--- src/rtl/unstripe_pkg.sv ---
// Shared definitions for the two-lane unstriping scheduler.
//   BYTE_W  : lane and output byte width
//   state_t : scheduler states IDLE / ALIGN / RUN / FLUSH
package unstripe_pkg;

  localparam int BYTE_W = 8;

  typedef enum logic [1:0] {
    IDLE  = 2'd0,
    ALIGN = 2'd1,
    RUN   = 2'd2,
    FLUSH = 2'd3
  } state_t;

endpackage

--- src/rtl/lane_fifo.sv ---
// Per-lane elastic buffer (DEPTH x BYTE_W) absorbing inter-lane arrival skew.
// Ports:
//   clk_2f : byte clock
//   reset  : asynchronous, active-low reset (pointers only)
//   flush  : empties the buffer; wins over wr/rd
//   wr/din : write strobe and byte; accepted when not full, or when full
//            and a read happens in the same cycle
//   rd     : pop the head entry (ignored when empty)
//   dout   : head entry, combinational from the storage array
//   full   : DEPTH entries held
//   empty  : no entries held
module lane_fifo
  import unstripe_pkg::*;
#(
  parameter int DEPTH = 4
) (
  input  logic              clk_2f,
  input  logic              reset,
  input  logic              flush,
  input  logic              wr,
  input  logic [BYTE_W-1:0] din,
  input  logic              rd,
  output logic [BYTE_W-1:0] dout,
  output logic              full,
  output logic              empty
);

  localparam int AW = $clog2(DEPTH);
  localparam logic [AW:0] PTR_ONE = {{AW{1'b0}}, 1'b1};

  // Pointers carry an extra wrap bit so full and empty are distinguishable.
  logic [AW:0]       wr_ptr;
  logic [AW:0]       rd_ptr;
  logic [BYTE_W-1:0] mem [DEPTH];
  logic              rd_ok;
  logic              wr_ok;

  assign empty = (wr_ptr == rd_ptr);
  assign full  = (wr_ptr[AW] != rd_ptr[AW]) && (wr_ptr[AW-1:0] == rd_ptr[AW-1:0]);
  assign rd_ok = rd && !empty;
  // A write into a full buffer is fine when the head leaves in the same cycle.
  assign wr_ok = wr && (!full || rd_ok);
  assign dout  = mem[rd_ptr[AW-1:0]];

  always_ff @(posedge clk_2f or negedge reset) begin
    if (!reset) begin
      wr_ptr <= '0;
      rd_ptr <= '0;
    end else if (flush) begin
      wr_ptr <= '0;
      rd_ptr <= '0;
    end else begin
      if (wr_ok) wr_ptr <= wr_ptr + PTR_ONE;
      if (rd_ok) rd_ptr <= rd_ptr + PTR_ONE;
    end
  end

  // Storage is data only; it needs no reset since the pointers define validity.
  always_ff @(posedge clk_2f) begin
    if (wr_ok && !flush) mem[wr_ptr[AW-1:0]] <= din;
  end

endmodule

--- src/rtl/unstripe_lane_sched.sv ---
// Two-lane unstriping scheduler. Each lane feeds its own elastic buffer; bytes
// are popped in strict lane order 0,1,0,1... onto one valid/ready byte stream.
// Starvation of the selected lane and buffer overflow both trigger a one-cycle
// FLUSH followed by realignment.
// Ports:
//   clk_2f    : byte clock
//   reset     : asynchronous, active-low reset
//   enable    : scheduler enable; low returns to IDLE, flushes, clears errors
//   lane_0/1  : lane bytes, qualified by valid_0/1
//   out_ready : consumer accepts data_out this cycle
//   data_out  : registered unstriped byte, qualified by valid_out
//   aligned   : high while in RUN (registered)
//   err_skew  : sticky starvation timeout flag
//   err_ovf   : sticky lane buffer overflow flag
module unstripe_lane_sched
  import unstripe_pkg::*;
#(
  parameter int DEPTH    = 4,
  parameter int SKEW_MAX = 8
) (
  input  logic              clk_2f,
  input  logic              reset,
  input  logic              enable,
  input  logic [BYTE_W-1:0] lane_0,
  input  logic              valid_0,
  input  logic [BYTE_W-1:0] lane_1,
  input  logic              valid_1,
  input  logic              out_ready,
  output logic [BYTE_W-1:0] data_out,
  output logic              valid_out,
  output logic              aligned,
  output logic              err_skew,
  output logic              err_ovf
);

  localparam int CW = $clog2(SKEW_MAX + 1);
  localparam logic [CW-1:0] SKEW_LIM = CW'(SKEW_MAX);
  localparam logic [CW-1:0] SKEW_ONE = CW'(1);

  state_t            state;
  logic              sel;
  logic [CW-1:0]     skew_cnt;

  logic              wr_open;
  logic              flush_buf;
  logic              wr_0;
  logic              wr_1;
  logic              rd_0;
  logic              rd_1;
  logic              full_0;
  logic              full_1;
  logic              empty_0;
  logic              empty_1;
  logic [BYTE_W-1:0] dout_0;
  logic [BYTE_W-1:0] dout_1;
  logic [BYTE_W-1:0] head;
  logic              sel_empty;
  logic              oth_empty;
  logic              pop;
  logic              ovf;
  logic              starved;
  logic              skew_hit;

  // Buffers take writes only while the scheduler is collecting or running.
  assign wr_open   = enable && ((state == ALIGN) || (state == RUN));
  assign flush_buf = !enable || (state == FLUSH);
  assign wr_0      = wr_open && valid_0;
  assign wr_1      = wr_open && valid_1;

  assign sel_empty = sel ? empty_1 : empty_0;
  assign oth_empty = sel ? empty_0 : empty_1;
  assign head      = sel ? dout_1 : dout_0;

  // The output register can take a new byte when it is empty or being drained.
  assign pop  = enable && (state == RUN) && (!valid_out || out_ready) && !sel_empty;
  assign rd_0 = pop && !sel;
  assign rd_1 = pop && sel;

  assign ovf = (wr_0 && full_0 && !rd_0) || (wr_1 && full_1 && !rd_1);

  // Starved: the lane we must read next is empty while the other holds data.
  // Both empty is an idle link and is not counted.
  assign starved  = (state == RUN) && sel_empty && !oth_empty;
  assign skew_hit = starved && (skew_cnt >= (SKEW_LIM - SKEW_ONE));

  lane_fifo #(.DEPTH(DEPTH)) u_fifo_0 (
    .clk_2f (clk_2f),
    .reset  (reset),
    .flush  (flush_buf),
    .wr     (wr_0),
    .din    (lane_0),
    .rd     (rd_0),
    .dout   (dout_0),
    .full   (full_0),
    .empty  (empty_0)
  );

  lane_fifo #(.DEPTH(DEPTH)) u_fifo_1 (
    .clk_2f (clk_2f),
    .reset  (reset),
    .flush  (flush_buf),
    .wr     (wr_1),
    .din    (lane_1),
    .rd     (rd_1),
    .dout   (dout_1),
    .full   (full_1),
    .empty  (empty_1)
  );

  always_ff @(posedge clk_2f or negedge reset) begin
    if (!reset) begin
      state     <= IDLE;
      sel       <= 1'b0;
      skew_cnt  <= '0;
      data_out  <= '0;
      valid_out <= 1'b0;
      aligned   <= 1'b0;
      err_skew  <= 1'b0;
      err_ovf   <= 1'b0;
    end else if (!enable) begin
      state     <= IDLE;
      sel       <= 1'b0;
      skew_cnt  <= '0;
      valid_out <= 1'b0;
      aligned   <= 1'b0;
      err_skew  <= 1'b0;
      err_ovf   <= 1'b0;
    end else begin
      case (state)
        IDLE: begin
          state <= ALIGN;
        end

        ALIGN: begin
          if (ovf) begin
            err_ovf <= 1'b1;
            state   <= FLUSH;
          end else if (!empty_0 && !empty_1) begin
            state   <= RUN;
            sel     <= 1'b0;
            aligned <= 1'b1;
          end
        end

        RUN: begin
          if (pop) begin
            data_out  <= head;
            valid_out <= 1'b1;
            sel       <= ~sel;
            skew_cnt  <= '0;
          end else if (out_ready) begin
            valid_out <= 1'b0;
          end

          if (skew_hit) begin
            skew_cnt <= SKEW_LIM;
            err_skew <= 1'b1;
            state    <= FLUSH;
            aligned  <= 1'b0;
          end else if (starved) begin
            skew_cnt <= skew_cnt + SKEW_ONE;
          end

          if (ovf) begin
            err_ovf <= 1'b1;
            state   <= FLUSH;
            aligned <= 1'b0;
          end
        end

        FLUSH: begin
          valid_out <= 1'b0;
          sel       <= 1'b0;
          skew_cnt  <= '0;
          aligned   <= 1'b0;
          state     <= ALIGN;
        end

        default: begin
          state   <= IDLE;
          aligned <= 1'b0;
        end
      endcase
    end
  end

endmodule

--- config.mk ---
export PLATFORM = sky130hd
export DESIGN_NAME = unstripe_lane_sched
export DESIGN_NICKNAME = d
export VERILOG_FILES = /design/src/rtl/unstripe_pkg.sv /design/src/rtl/lane_fifo.sv /design/src/rtl/unstripe_lane_sched.sv
export SDC_FILE = /design/constraint.sdc
export NUM_CORES = 1
export LEC_CHECK = 0
export BUFFER_PORTS_ARGS = -buffer_cell sky130_fd_sc_hd__buf_4
export CORE_UTILIZATION = 63
export DETAILED_ROUTE_END_ITERATION = 8
export PLACE_DENSITY = 0.88
export SETUP_SLACK_MARGIN = 0.2
export SYNTH_ARGS = -nofsm -noshare
export SYNTH_HDL_FRONTEND = slang
export SYNTH_SLANG_ARGS = --single-unit
--- constraint.sdc ---
create_clock -name clk_2f -period 4.25 [get_ports clk_2f]
set_clock_uncertainty 0.1 [all_clocks]
set_input_delay 0.425 -clock clk_2f [delete_from_list [all_inputs] [get_ports clk_2f]]
set_output_delay 0.425 -clock clk_2f [all_outputs]
set_load 0.01 [all_outputs]
==> impl.org, run 1 <==
** Finish
- ANT cells :: 0
- Filler cell count in the final layout :: 405
- After routing the design area is 0.00475 mm².
- Final cell count without fillers :: 401
- In the final layout, the share of cells above drive strength 1 is 0.228.
- The area growth from synthesis to layout is 11.5%.
- At the end of the flow the core is filled with cells to 0.740.
- Area used by multi-input combinational logic :: 0.00145 mm²
- Combined flip-flop and latch cell area :: 0.00270 mm²
- At the end of the flow, the number of nets in the layout was 355.

** Setup path
- The worst setup path is captured at a flip-flop.
- Among all stages on the critical path, the largest delay is contributed by sky130_fd_sc_hd__and3_1.
- The critical path crosses 6 cells after its start point.
- For the worst setup path, the data arrival time is 2.55 ns.
- The worst setup path is of the reg -> reg kind.
- Worst stage delay on the critical path :: 0.46 ns
- Cell class contributing the biggest share of worst-path delay :: simple AND/OR/NAND/NOR gates
- Cell-by-cell listing of the critical path :: inv_1 > ha_1 > nand2_1 > nor3b_1 > o41a_1 > and3_1
- Category of the worst setup path launch point :: flip-flop
- Worst Path Max Fanout :: 10
- Depth of the worst register-to-register path :: 6
- At the worst endpoint, the required time is 4.17 ns.
- Number of buffer and inverter instances along the worst setup path :: 1

** Timing
- Maximum operating frequency :: 380 MHz
- The count of final max-slew check failures came to 0.
- Total negative slack :: 0 ns
- Count of endpoints failing hold in the final timing report :: 0
- Setup violations remaining at the end of the flow were counted as 0.
- In the finished design, the share of the clock period the worst path needs comes to 0.619.
- Worst Max-Slew Pin Slew :: 0.657 ns
- Crit path time final :: 2.63 ns
- Setup repair after global routing left no endpoint under its margin.
- Slew headroom :: 0.562
- Across all hold checks on the routed design, the worst slack comes to 0.158 ns.
- Post-route worst setup slack :: 1.62 ns

** Synthesis
- The synthesized design contains 95 register bits.
- Part of the Yosys area used for sequential elements :: 0.633
- Summing every instance area after synthesis gives 0.00426 mm².
- Distinct cell type count of the synthesized netlist :: 50
- Async set-reset flop share out of synthesis :: 0.326
- Syn. warnings :: 0
- Counting flops with a built-in enable in the synthesized netlist gives 64.
- Synthesis produced a netlist with a net count of 320.
- Syn Inst Count :: 284
- Average instance area after synthesis :: 15.0 µm²
- Leading register cell type out of synthesis :: sky130_fd_sc_hd__edfxtp_1

** Clock tree
- Number of buffers added by the clock tree synthesis step :: 9
- TritonCTS built the clock tree.
- The H-tree was split into 3 levels.
- Worst-Skew Late Latency :: 0.36 ns
- Post-CTS timing repair inserted 0 buffers for setup.
- Clock buffer depth :: 2
- After clock tree synthesis, the clock-pin slew on the worst setup and hold paths is 0.10 ns.
- In this run the clock root is driven by a sky130_fd_sc_hd__clkbuf_8.
- The clock drives 95 sinks.
- Post-cts sizing count :: 0

** Floorplanning
- The floorplan step set the die height to 84.2 µm.
- Starting density of the core :: 0.664
- Measured along the x axis, the die boundary spans 84.2 µm.
- The core region is 0.00642 mm².
- Ports :: 34
- The die covers 0.00710 mm².
- Core Rows :: 29

** Pwr
- LEAKAGE :: 1.84 nW
- Post-layout power :: 2.11 mW
- Dividing total power by cell area gives a power density of 445 mW/mm².
- Worst voltage drop across the vdd grid :: 0.336 mV

** Global routing
- The number of antenna violations at the first check in global routing came to 0.
- Largest net degree at the start of global routing :: 32
- Remaining global-route overflow :: 0
- Gr usage total :: 0.244
- The number of global-route vias before repair was 2480.
- Wire length of the first global-routing pass :: 12700 µm

** Drt
- Via count of the routed design :: 2526
- Violation count after the first detailed-routing iteration :: 218
- Antenna-violating nets left :: 0
- In the final routed layout, each cell accounts on average for 19.5 µm.
- DRC violation count after routing :: 8
- Vias per cell :: 6.30
- After detailed routing, the total wire length is 7810 µm.
- DRT Pass-1 Iters :: 6

** Place
- GPL Wtd Cong :: 0.935
- Post-detailed-placement half-perimeter wirelength :: 5710 µm
- In this run the cell area measured after placement is 0.00454 mm².
- Number of placed cells counting well taps :: 384
- Port Buffers :: 33
- Worst slack, placed :: 1.65 ns

** Flow run
- Max_cap viols :: 0

** Hold path
- Worst hold-check path type :: in -> reg
- Along the worst hold path, the cell count comes to 1.

** Outcome
- Violations in the final reports :: DRC
- Run status :: complete, but fails checks
-- synthesized netlist by cell type (2+ instances only) --
cell type	count	area, µm²
sky130_fd_sc_hd__edfxtp_1	64	1920
sky130_fd_sc_hd__dfrtp_1	31	776
sky130_fd_sc_hd__nor2_1	20	75.1
sky130_fd_sc_hd__mux4_2	16	360
sky130_fd_sc_hd__ha_1	14	175
sky130_fd_sc_hd__a21oi_1	12	60.1
sky130_fd_sc_hd__inv_1	11	41.3
sky130_fd_sc_hd__nand2_1	11	41.3
sky130_fd_sc_hd__and3_1	9	56.3
sky130_fd_sc_hd__nor2b_1	9	56.3
sky130_fd_sc_hd__a221o_1	8	80.1
sky130_fd_sc_hd__xnor2_1	7	61.3
sky130_fd_sc_hd__nand3_1	6	30.0
sky130_fd_sc_hd__xor2_1	6	52.6
sky130_fd_sc_hd__and2_1	5	31.3
sky130_fd_sc_hd__buf_2	4	20.0
sky130_fd_sc_hd__nor3_1	4	20.0
sky130_fd_sc_hd__buf_6	3	33.8
sky130_fd_sc_hd__o21ai_0	3	15.0
sky130_fd_sc_hd__o21ai_1	3	15.0
sky130_fd_sc_hd__a21o_1	2	15.0
sky130_fd_sc_hd__a21oi_2	2	17.5
sky130_fd_sc_hd__a22o_1	2	17.5
sky130_fd_sc_hd__a32oi_1	2	17.5
sky130_fd_sc_hd__clkbuf_1	2	7.51
sky130_fd_sc_hd__mux2i_1	2	20.0
sky130_fd_sc_hd__nand2b_1	2	12.5
sky130_fd_sc_hd__o21a_1	2	15.0
-- worst reg2reg max path, delay by kind of cell (launching register included) --
kind,cells,cell delay (ns)
buffers and inverters,1,0.07
AOI/OAI and AO/OA,1,0.37
adders and majority gates,1,0.33
DFF,1,0.42
and+or+nand+nor,3,1.01
-- per-layer routing --
metal,vias up,share of wire,track usage
met1,1237,0.42,0.341
met4,0,0.021,0.0737
met5,-,0,0
met3,20,0.095,0.0796
met2,116,0.46,0.371
li1,1153,-,-
-- power by group --
part / switching [mW] / leakage, nW / total, mW / internal (mW)
Clock: 0.323 / 0.0998 / 0.606 / 0.283
Sequential: 0.0464 / 1.00 / 1.10 / 1.06
Combinational: 0.220 / 0.733 / 0.407 / 0.186
Total: 0.590 / 1.84 / 2.11 / 1.52
-- path summary, 6_finish.rpt --
path                                 startpoint                              to  slack, ns
max                        state[0]$_DFFE_PN0P_    u_fifo_0.mem[0][4]$_DFFE_PP_       1.62
min                                   lane_0[0]    u_fifo_0.mem[1][0]$_DFFE_PP_       0.16
max reg2reg                state[0]$_DFFE_PN0P_    u_fifo_0.mem[0][4]$_DFFE_PP_       1.62
min reg2reg                 err_ovf$_DFFE_PN0P_             err_ovf$_DFFE_PN0P_       0.39
max in group asynchronous                 reset  u_fifo_0.wr_ptr[0]$_DFFE_PN0P_       3.32
min in group asynchronous                 reset         skew_cnt[0]$_DFFE_PN0P_       0.44
-- area by class of cell --
type                       count  share of cell area
sequential                    95               0.568
multi-input combinational    168               0.306
timing repair buffer          34              0.0543
clock buffer                  10              0.0269
tap                           77              0.0203
clock inverter                 6              0.0158
inverter                      11             0.00869
-- layout by cell type (no fill, tap or decap), types with 2 or more instances in the layout --
cell type / count
sky130_fd_sc_hd__dfrtp_1: 31
sky130_fd_sc_hd__mux4_2: 16
sky130_fd_sc_hd__a21oi_2: 2
sky130_fd_sc_hd__o21a_1: 2
sky130_fd_sc_hd__clkbuf_8: 9
sky130_fd_sc_hd__o21ai_1: 3
sky130_fd_sc_hd__xnor2_1: 7
sky130_fd_sc_hd__nand2_1: 11
sky130_fd_sc_hd__inv_1: 11
sky130_fd_sc_hd__mux2i_1: 2
sky130_fd_sc_hd__inv_6: 3
sky130_fd_sc_hd__nand3_1: 6
sky130_fd_sc_hd__o21ai_0: 3
sky130_fd_sc_hd__a22o_1: 2
sky130_fd_sc_hd__a221o_1: 8
sky130_fd_sc_hd__ha_1: 14
sky130_fd_sc_hd__and2_1: 5
sky130_fd_sc_hd__a32oi_1: 2
sky130_fd_sc_hd__nor2b_1: 9
sky130_fd_sc_hd__nand2b_1: 2
sky130_fd_sc_hd__nor3_1: 4
sky130_fd_sc_hd__edfxtp_1: 64
sky130_fd_sc_hd__xor2_1: 6
sky130_fd_sc_hd__a21o_1: 2
sky130_fd_sc_hd__nor2_1: 20
sky130_fd_sc_hd__and3_1: 9
sky130_fd_sc_hd__a21oi_1: 12
sky130_fd_sc_hd__buf_4: 33
-- what timing repair did --
action	in CTS	in global routing
endpoints found under the hold margin	31	0
endpoints found under the setup margin	0	0
hold buffers	1	0
-- registers in the layout, summed over array words and instances, names as in the netlist --
| name | count |
|---|---|
| u_fifo_0.mem | 32 |
| u_fifo_1.mem | 32 |
| data_out | 8 |
| skew_cnt | 4 |
| u_fifo_0.rd_ptr | 3 |
| u_fifo_0.wr_ptr | 3 |
| u_fifo_1.rd_ptr | 3 |
| u_fifo_1.wr_ptr | 3 |
| state | 2 |
| aligned | 1 |
| err_ovf | 1 |
| err_skew | 1 |
| sel | 1 |
| valid_out | 1 |
-- logic make-up (layout without fill, tap and decap cells) --
kind of cell / count (synthesis) / in the layout / share of synthesized area
XOR/XNOR: 15 / 15 / 0.0344
multiplexers: 19 / 19 / 0.0919
flip-flops: 95 / 95 / 0.633
AND/OR/NAND/NOR: 74 / 74 / 0.0922
buffers and inverters: 21 / 61 / 0.0258
AO/OA/AOI/OAI: 46 / 46 / 0.0816
adder cells (fa/ha/maj): 14 / 14 / 0.0411
(Power assumes the default switching activity.)
==> inputs of run 2 (changes only) <==
--- a/config.mk
+++ b/config.mk
@@ -6,9 +6,9 @@
 export NUM_CORES = 1
 export LEC_CHECK = 0
 export BUFFER_PORTS_ARGS = -buffer_cell sky130_fd_sc_hd__buf_4
-export CORE_UTILIZATION = 63
+export CORE_UTILIZATION = 59
 export DETAILED_ROUTE_END_ITERATION = 8
-export PLACE_DENSITY = 0.88
+export PLACE_DENSITY = 0.84
 export SETUP_SLACK_MARGIN = 0.2
 export SYNTH_ARGS = -nofsm -noshare
 export SYNTH_HDL_FRONTEND = slang
==> constraint.sdc (replaced) <==
create_clock -name clk_2f -period 2.66 [get_ports clk_2f]
set_clock_uncertainty 0.1 [all_clocks]
set_input_delay 0.266 -clock clk_2f [delete_from_list [all_inputs] [get_ports clk_2f]]
set_output_delay 0.266 -clock clk_2f [all_outputs]
set_load 0.01 [all_outputs]
==> run 2 against run 1 <==
  * The flow now finishes without violations
  * Global-route usage down 0.86 points
  * Sequential share of layout area down 2.0 points
  * Core utilization down 2.3 points
  * Fmax up 11%
  * First-iteration DRC count down 15%
  * Design area up 3.7%
  * Die area up 6.6%
  * Non-clock buffer count up 18
  * Worst hold slack worse by 0.15 ns
  * Setup slack worse by 1.3 ns
  * Power up 57%
  * Via count up 0.79%
  * Critical path type unchanged
  * Critical endpoint is now state[1]$_DFFE_PN0P_
  * Largest power group unchanged
==> impl.org, run 2 (same netlist as run 1, synthesis figures left out) <==
** Drt
- Violation count after the first detailed-routing iteration :: 185
- Across all layers, the routed design uses 2546 vias.
- Vias per cell :: 5.81
- Antenna-violating nets left :: 0
- DRT Pass-1 Iters :: 4
- After detailed routing, the total wire length is 8030 µm.
- In the final routing, the length of wire on met1 measures 3540 µm.
- DRC violation count after routing :: 0
- Final routed wire length divided by cell count :: 18.3 µm
- Met3 WL :: 413 µm
- Top layer reached by signal wires :: met4
- Met2 wire len :: 3940 µm

** Finish
- Of the cells placed in the final design, the portion with a size suffix greater than 1 is 0.257.
- Summing all multi-input logic gate instances after layout gives 0.00146 mm².
- Summing all flip-flop and latch instances after layout gives 0.00270 mm².
- The finished cells cover 0.00492 mm².
- 0 antenna diodes ended up in the layout.
- In the layout the commonest cells are sky130_fd_sc_hd__edfxtp_1 (64), sky130_fd_sc_hd__buf_4 (39), sky130_fd_sc_hd__dfrtp_1 (31).
- Final cell count without fillers :: 438
- Most common cell after layout, fill and taps aside :: sky130_fd_sc_hd__edfxtp_1
- Filler cell count in the final layout :: 448
- # nets final :: 373
- Post-synthesis to final-layout area growth :: 15.6%

** Setup path
- The worst setup path is launched from a flip-flop.
- Startpoint-to-endpoint class of the critical path :: reg -> reg
- Number of buffer and inverter instances along the worst setup path :: 0
- The slowest stage of the critical path is the sky130_fd_sc_hd__dfrtp_1 cell.
- Cell-by-cell listing of the critical path :: xor2_2 > or3_1 > a21oi_1 > nor2_1 > a211oi_2 > mux2_1
- Data arrival at the endpoint of the critical path :: 2.51 ns
- Data required time of the critical path :: 2.80 ns
- The largest single stage delay on the critical path is 0.68 ns.
- Worst Path Max Fanout :: 11
- The cell family contributing the most delay on the critical path is flip-flops.
- Sort of element at the end of the critical path :: flip-flop

** Global routing
- Remaining global-route overflow :: 0
- The number of antenna violations at the first check in global routing is 0.
- Number of global-route vias before repair :: 2554
- The first global-routing pass estimated 12900 µm of wire.
- Largest net degree at the start of global routing :: 32
- Gr usage total :: 0.235

** Floorplanning
- The initial utilization of the core area, before any placement, comes to 0.620.
- In this run the standard cell core region covers 0.00687 mm².
- Die boundary width :: 87.0 µm
- Ports :: 34
- The die is 87.0 µm tall.
- Full die area :: 0.00757 mm²
- After floorplanning, the core was divided into 30 placement rows.

** Place
- Summed over all nets, the half-perimeter wirelength after detailed placement is 5890 µm.
- Buffers placed on the I/O ports in this run total 33.
- Number of placed cells counting well taps :: 409
- Standard cell area after detailed placement :: 0.00461 mm²
- The congestion estimate from routability-driven global placement came to 0.836.

** Timing
- Subtracting the final worst setup slack from the clock period gives 2.37 ns.
- Setup repair after global routing left no endpoint under its margin.
- Total negative slack :: 0 ns
- For the pin with the worst max-slew slack, the measured transition is 0.528 ns.
- Total count of max-transition violations in the final report :: 0
- Static timing analysis puts the maximum clock frequency at 422 MHz.
- The worst pin sits at a relative slew slack of 0.647.
- The total count of hold-check failures in the final report is 0.
- Final setup fails :: 0
- Final critical-path share of the clock period :: 0.892

** Pwr
- LEAKAGE :: 1.91 nW
- For this design the ratio of total power to cell area is 674 mW/mm².
- The worst-case IR drop observed on VDD is 0.302 mV.

** Clock tree
- In this run the deepest clock path goes through 2 buffers.
- The tree is rooted in a sky130_fd_sc_hd__clkbuf_8.
- TritonCTS built the clock tree.
- Total clock sinks :: 95
- After clock tree synthesis, the clock-pin slew on the worst setup and hold paths is 0.10 ns.
- Buffers added to address setup during post-CTS repair amount to 0.
- H-Tree Level Count :: 3
- Clock latency on the worst-skew pair, taken at its later pin, is 0.36 ns.
- Number of buffers added by the clock tree synthesis step :: 9

** Flow run
- Across the run, the number of max-cap violations was 0.

** Hold path
- In this run the worst hold path is classified as in -> reg.

** Outcome
- Run status :: finished clean
run 2: changes by cell type in the layout (fill, tap and decap cells not counted), sizes merged:
cell,delta
dlygate4sd3,+12
clkinv,+3
buf,+6
clkinvlp,-1
inv,-1
bufinv,-1
run 2: routing by layer:
layer | global-route usage | vias up
li1 | - | 1182
met1 | 0.328 | 1258
met2 | 0.374 | 92
met3 | 0.0398 | 14
met4 | 0.0924 | 0
met5 | 0 | -
run 2: per-stage QoR:
stage	utilization	power (mW)	worst slack, ns	hold slack (ns)
2_1_floorplan	-	2.20	0.482	-0.130
3_5_place_dp	0.670	2.46	0.254	0.126
6_report	0.717	3.32	0.288	0.00711
5_1_grt	0.717	3.47	0.202	0.000626
4_1_cts	0.713	3.32	0.244	0.00193
3_3_place_gp	0.670	2.42	0.383	0.119
run 2: worst paths after layout:
| check | from | endpoint | slack (ns) | cells after the start |
|---|---|---|---|---|
| hold / removal | lane_0[2] | u_fifo_0.mem[3][2]$_DFFE_PP_ | 0.007 | 1 |
| max in group asynchronous | reset | state[1]$_DFFE_PN0P_ | 1.91 | 2 |
| min in group asynchronous | reset | skew_cnt[0]$_DFFE_PN0P_ | 0.26 | 2 |
| hold reg to reg | err_ovf$_DFFE_PN0P_ | err_ovf$_DFFE_PN0P_ | 0.39 | 2 |
| setup / recovery | u_fifo_0.rd_ptr[1]$_DFFE_PN0P_ | state[1]$_DFFE_PN0P_ | 0.29 | 6 |
| setup reg to reg | u_fifo_0.rd_ptr[1]$_DFFE_PN0P_ | state[1]$_DFFE_PN0P_ | 0.29 | 6 |
run 2: area by class of cell:
cell class	count	area share
flip-flops and latches	95	0.548
repair buffers	52	0.0859
clock inverters	6	0.0104
well taps	96	0.0244
multi-input cells	168	0.297
inverters	11	0.00838
clock buffers	10	0.0259
run 2: worst reg2reg max path, cell delays in order, from the launching register on:
cell and delay (ns):
sky130_fd_sc_hd__dfrtp_1 0.68, sky130_fd_sc_hd__xor2_2 0.19, sky130_fd_sc_hd__or3_1 0.47, sky130_fd_sc_hd__a21oi_1 0.19, sky130_fd_sc_hd__nor2_1 0.07, sky130_fd_sc_hd__a211oi_2 0.21
sky130_fd_sc_hd__mux2_1 0.33
run 2: where the power goes:
group | internal, mW | switching, mW | total, mW | leakage [nW]
clock | 0.355 | 0.519 | 0.874 | 0.0931
combinational | 0.325 | 0.358 | 0.683 | 0.811
sequential | 1.69 | 0.0759 | 1.76 | 1.00
run 2: repair_timing:
| action | 4_1_cts | 5_1_grt |
|---|---|---|
| hold buffers | 11 | 2 |
| hold endpoints to repair | 66 | 5 |
| resized for setup | 0 | 8 |
| setup endpoints to repair | 0 | 60 |
